$ cat src/rtl/mips_bus_arbiter.sv
// mips_bus_arbiter: round-robin share of one Avalon-style bus between fetch (I) and load/store (D) masters
module mips_bus_arbiter #(
  parameter int TIMEOUT_CYCLES = 256,
  parameter int CNT_W = 16
) (
  input  logic             clk,
  input  logic             reset,
  input  logic [31:0]      i_address,
  input  logic             i_read,
  output logic             i_waitrequest,
  output logic [31:0]      i_readdata,
  input  logic [31:0]      d_address,
  input  logic             d_read,
  input  logic             d_write,
  input  logic [31:0]      d_writedata,
  input  logic [3:0]       d_byteenable,
  output logic             d_waitrequest,
  output logic [31:0]      d_readdata,
  output logic [31:0]      m_address,
  output logic             m_read,
  output logic             m_write,
  output logic [31:0]      m_writedata,
  output logic [3:0]       m_byteenable,
  input  logic             m_waitrequest,
  input  logic [31:0]      m_readdata,
  output logic             grant_d,
  output logic             bus_error,
  output logic [CNT_W-1:0] txn_count
);
  localparam int SW = $clog2(TIMEOUT_CYCLES + 1);
  typedef enum logic [1:0] {IDLE, GRANT_I, GRANT_D, ABORT} state_t;
  state_t r_state, w_next;
  logic r_last_d;
  logic r_err;
  logic [SW-1:0] r_stall;
  logic [CNT_W-1:0] r_count;
  logic w_req_i, w_req_d, w_gnt_d, w_granted, w_req_x, w_done, w_timeout;
  assign w_req_i   = i_read;
  assign w_req_d   = d_read | d_write;
  assign w_gnt_d   = r_state == GRANT_D;
  assign w_granted = (r_state == GRANT_I) | w_gnt_d;
  assign w_req_x   = w_gnt_d ? w_req_d : w_req_i;
  assign w_done    = w_granted & w_req_x & ~m_waitrequest;
  assign w_timeout = w_granted & w_req_x & m_waitrequest & (r_stall == SW'(TIMEOUT_CYCLES - 1));
  assign grant_d   = w_gnt_d;
  assign bus_error = r_err;
  assign txn_count = r_count;
  // state register; reset abandons any transaction in flight
  always_ff @(posedge clk or negedge reset)
    if (!reset) r_state <= IDLE;
    else        r_state <= w_next;
  // arbitration: on a tie the master not served last wins; grants end on completion, drop or timeout
  always_comb begin
    w_next = r_state;
    case (r_state)
      IDLE:             w_next = (w_req_i & w_req_d) ? (r_last_d ? GRANT_I : GRANT_D) :
                                 w_req_d ? GRANT_D : w_req_i ? GRANT_I : IDLE;
      GRANT_I, GRANT_D: w_next = w_timeout ? ABORT : (w_done | ~w_req_x) ? IDLE : r_state;
      default:          w_next = IDLE;
    endcase
  end
  // last_served is updated on entry to ABORT so ABORT can tell which master it is releasing
  always_ff @(posedge clk or negedge reset)
    if (!reset) begin
      r_last_d <= 1'b0;
      r_err    <= 1'b0;
      r_stall  <= '0;
      r_count  <= '0;
    end else begin
      r_stall  <= (r_state == IDLE) ? '0 : (w_granted & m_waitrequest) ? r_stall + SW'(1) : r_stall;
      r_last_d <= (w_done | w_timeout) ? w_gnt_d : r_last_d;
      r_err    <= r_err | w_timeout;
      r_count  <= w_done ? r_count + CNT_W'(1) : r_count;
    end
  // bus mux: the granted master is wired through, the other is held off with zero data
  always_comb begin
    m_address     = '0;
    m_read        = 1'b0;
    m_write       = 1'b0;
    m_writedata   = '0;
    m_byteenable  = '0;
    i_waitrequest = 1'b1;
    d_waitrequest = 1'b1;
    i_readdata    = '0;
    d_readdata    = '0;
    if (r_state == GRANT_I) begin
      m_address     = i_address;
      m_read        = i_read;
      m_byteenable  = 4'hF;
      i_waitrequest = m_waitrequest;
      i_readdata    = m_readdata;
    end
    if (w_gnt_d) begin
      m_address     = d_address;
      m_read        = d_read & ~d_write;
      m_write       = d_write;
      m_writedata   = d_writedata;
      m_byteenable  = d_byteenable;
      d_waitrequest = m_waitrequest;
      d_readdata    = m_readdata;
    end
    if (r_state == ABORT) begin
      i_waitrequest = r_last_d;
      d_waitrequest = ~r_last_d;
    end
  end
endmodule

$ cat config.mk
export PLATFORM = sky130hd
export DESIGN_NAME = mips_bus_arbiter
export DESIGN_NICKNAME = d
export VERILOG_FILES = /design/src/rtl/mips_bus_arbiter.sv
export SDC_FILE = /design/constraint.sdc
export NUM_CORES = 1
export LEC_CHECK = 0
export BUFFER_PORTS_ARGS = -buffer_cell sky130_fd_sc_hd__buf_4
export CORE_AREA = 2 2 114 116
export CTS_CLUSTER_DIAMETER = 120
export DETAILED_ROUTE_END_ITERATION = 10
export DIE_AREA = 0 0 116 118
export GPL_TIMING_DRIVEN = 0
export PLACE_DENSITY = 0.53
export SLEW_MARGIN = 15
export SYNTH_ARGS = -nofsm -noshare
export SYNTH_HDL_FRONTEND = slang
export SYNTH_SLANG_ARGS = --single-unit
$ cat constraint.sdc
create_clock -name clk -period 2.7 [get_ports clk]
set_clock_uncertainty 0.1 [all_clocks]
set_input_delay 0.405 -clock clk [delete_from_list [all_inputs] [get_ports clk]]
set_output_delay 0.405 -clock clk [all_outputs]
set_load 0.1 [all_outputs]
==> flow_metrics.tcl <==
set metrics [dict create \
    status "finished, final reports clean" \
    ctsHtreeMaxLevel 2 \
    wl_um 13120 \
    end_kind "output port" \
    final_area_um2 5489 \
    start_util_pct 21.30 \
    final_cell_mix "264 x buf_4, 85 x and2_1, 77 x nand2_1, 33 x o21ai_2, 29 x dfrtp_1" \
    synth_compound_area_share_pct 10.27 \
    antenna_found_initial 0 \
    clk_pin_slew_ns 0.05 \
    dp_hpwl_um 10980 \
    portBuffers 291 \
    critPathKind "reg -> out" \
    setup.worst_path.start "r_state[0]" \
    num_rows 41 \
    worst_pin_slew_ns 0.6881 \
    antenna_cells 0 \
    crit_fanout 13 \
    nNetsFinal 815 \
    relSlewSlack_pct 54.12 \
    filler_cell_count 1270 \
    seq_area_um2 725.7 \
    async_reset_ff_share_pct 100.0 \
    synth_nets 517 \
    ys.flop_type "dfrtp_1" \
    slew_viol_final 0 \
    hold_class "in -> reg" \
    fmax_mhz 390.2 \
    crit_family "buffers and inverters" \
    yosys_warnings 0 \
    core_um2 12410 \
    startpoint_type "flip-flop" \
    place_inst 835 \
    wl_met1_um 4978 \
    ys_seq_elements 29 \
    synth_enable_flop_cells 0 \
    top_layer_used "met4" \
    insertion_delay_ns 0.27 \
    fp.dieH_um 118 \
    fin_cells 842 \
    critPathArrivalTime_ns 2.06 \
    r2r-start "r_state[0]" \
    yosysSeqAreaShare_pct 27.45 \
    synth_area_um2 2644 \
    placed_cell_area_um2 5215 \
    synth_xor_area_share_pct 6.957 \
    cts_buffers 5 \
    grt_setup_unrepaired "no" \
    via_per_inst 4.215 \
    gr-total-overflow 0 \
    area.growth.synth_to_final_pct 107.6 \
    clkSinkCount 29 \
    setup_violations 0 \
    finalHoldViolCount 0 \
    grt_max_degree 30 \
    drtIter0Drc 155 \
    cts_tree "done" \
    required_ns 2.19 \
    grt_pass1_wl_um 19230 \
    drive_gt1_share_pct 55.37 \
    grt_pass1_vias 3457 \
    multiInputGateArea_um2 1954 \
    cts_max_path_buffers 2 \
    synth_fa_ha_area_share_pct 3.313 \
    final_common_cell "buf_4" \
    firstDrtPassIters 4 \
    ioPinCount 292 \
    wl_met3_um 1197 \
    die_w_um 116 \
    min_from "i_read" \
    ant_nets 0 \
    grt_usage_pct 17.86 \
    route.detailed.drc 0 \
    syn_area_per_cell_um2 7.107 \
    clockRootBuffer "clkbuf_16" \
    fin_crit_ns 2.563 \
    synthSimpleGateAreaFrac_pct 46.47 \
    dr_wl_met2_um 6779 \
    slowest_stage "dfrtp_1" \
    vias 3549 \
    fin_crit_sh_pct 94.92 \
    path_cells "inv_1, ha_4, clkbuf_4, clkbuf_2, nand2_1, o21ai_2, buf_4" \
    drv_cap 0 \
    gp_congestion 0.7895 \
    detail_route.wl_per_cell_um 15.59 \
    fin_hold_ws_ns 0.3586 \
    critPathMaxStageDelay_ns 0.41 \
    synth_top_family_by_area "simple AND/OR/NAND/NOR gates" \
    die_area_um2 13690 \
    synthCells 372 \
    cp.buffers_inverters 4 \
    ys_types 33 \
    muxShareOfSynthArea_pct 0.4259 \
]
-- Yosys cell counts (2+ instances only) --
library cell	count	area, µm²
nand3_1	7	35.03
xor2_1	12	105.1
clkbuf_1	23	86.33
nand2_1	81	304.0
o21ai_0	36	180.2
nor3_1	8	40.04
nor4_4	2	42.54
o211ai_1	4	30.03
and2_1	99	619.3
nor2_1	13	48.80
dfrtp_1	29	725.7
xnor2_1	9	78.83
nor3b_1	3	22.52
nor3_2	2	20.02
inv_1	10	37.54
ha_1	7	87.58
nand2b_1	2	12.51
nand4_1	5	31.28
a21oi_1	6	30.03
-- what timing repair did --
action	in CTS	in global routing
buffers inserted	0	0
resized for setup	9	41
hold buffers	1	0
endpoints found under the setup margin	135	55
hold endpoints to repair	29	0
-- logic make-up after synthesis --
family | Yosys count
flip-flops | 29
AND/OR/NAND/NOR | 229
AO/OA/AOI/OAI | 50
XOR/XNOR | 21
adder cells (fa/ha/maj) | 7
multiplexers | 1
buffers and inverters | 35
-- flip-flops by register name, indices dropped and copies added (netlist names) --
register / flops
r_state: 2
r_stall: 9
bus_error: 1
txn_count: 16
r_last_d: 1
-- layout make-up --
class,count,share of cell area [%]
timing repair buffer,292,41.90
multi-input combinational,308,35.61
sequential,29,13.22
tap,172,3.921
clock buffer,7,2.599
buffer,24,2.074
inverter,10,0.6838
-- per-layer routing --
metal,up-vias,track usage [%]
met4,0,4.613
met2,128,32.09
met1,1614,20.23
met5,-,0
met3,10,5.458
li1,1797,-
-- worst paths after layout --
path	slack (ns)	cells past startpoint	to
min in group asynchronous	0.49	2	bus_error
setup reg to reg	0.54	6	txn_count[12]
hold reg to reg	0.37	1	bus_error
hold / removal	0.36	3	r_state[0]
max in group asynchronous	1.72	2	txn_count[1]
setup / recovery	0.14	7	m_address[18]
-- worst min-delay path, cell delays in order --
cell      delay (ns)
buf_4           0.13
o211ai_1        0.07
o21ai_0         0.07
-- through the flow --
step | TNS [ns] | utilization [%] | setup slack, ns
5_1_grt | 0 | 44.21 | 0.005179
3_5_place_dp | -16.62 | 42.01 | -0.4117
4_1_cts | 0 | 43.30 | 0.01898
6_report | 0 | 44.21 | 0.1372
3_3_place_gp | -14.63 | 42.01 | -0.3674
2_1_floorplan | 0 | - | 0.002837
Power is left out: the tool's default activity adds up to more than one toggle a clock period on the data nets, which glitch-free logic cannot reach.
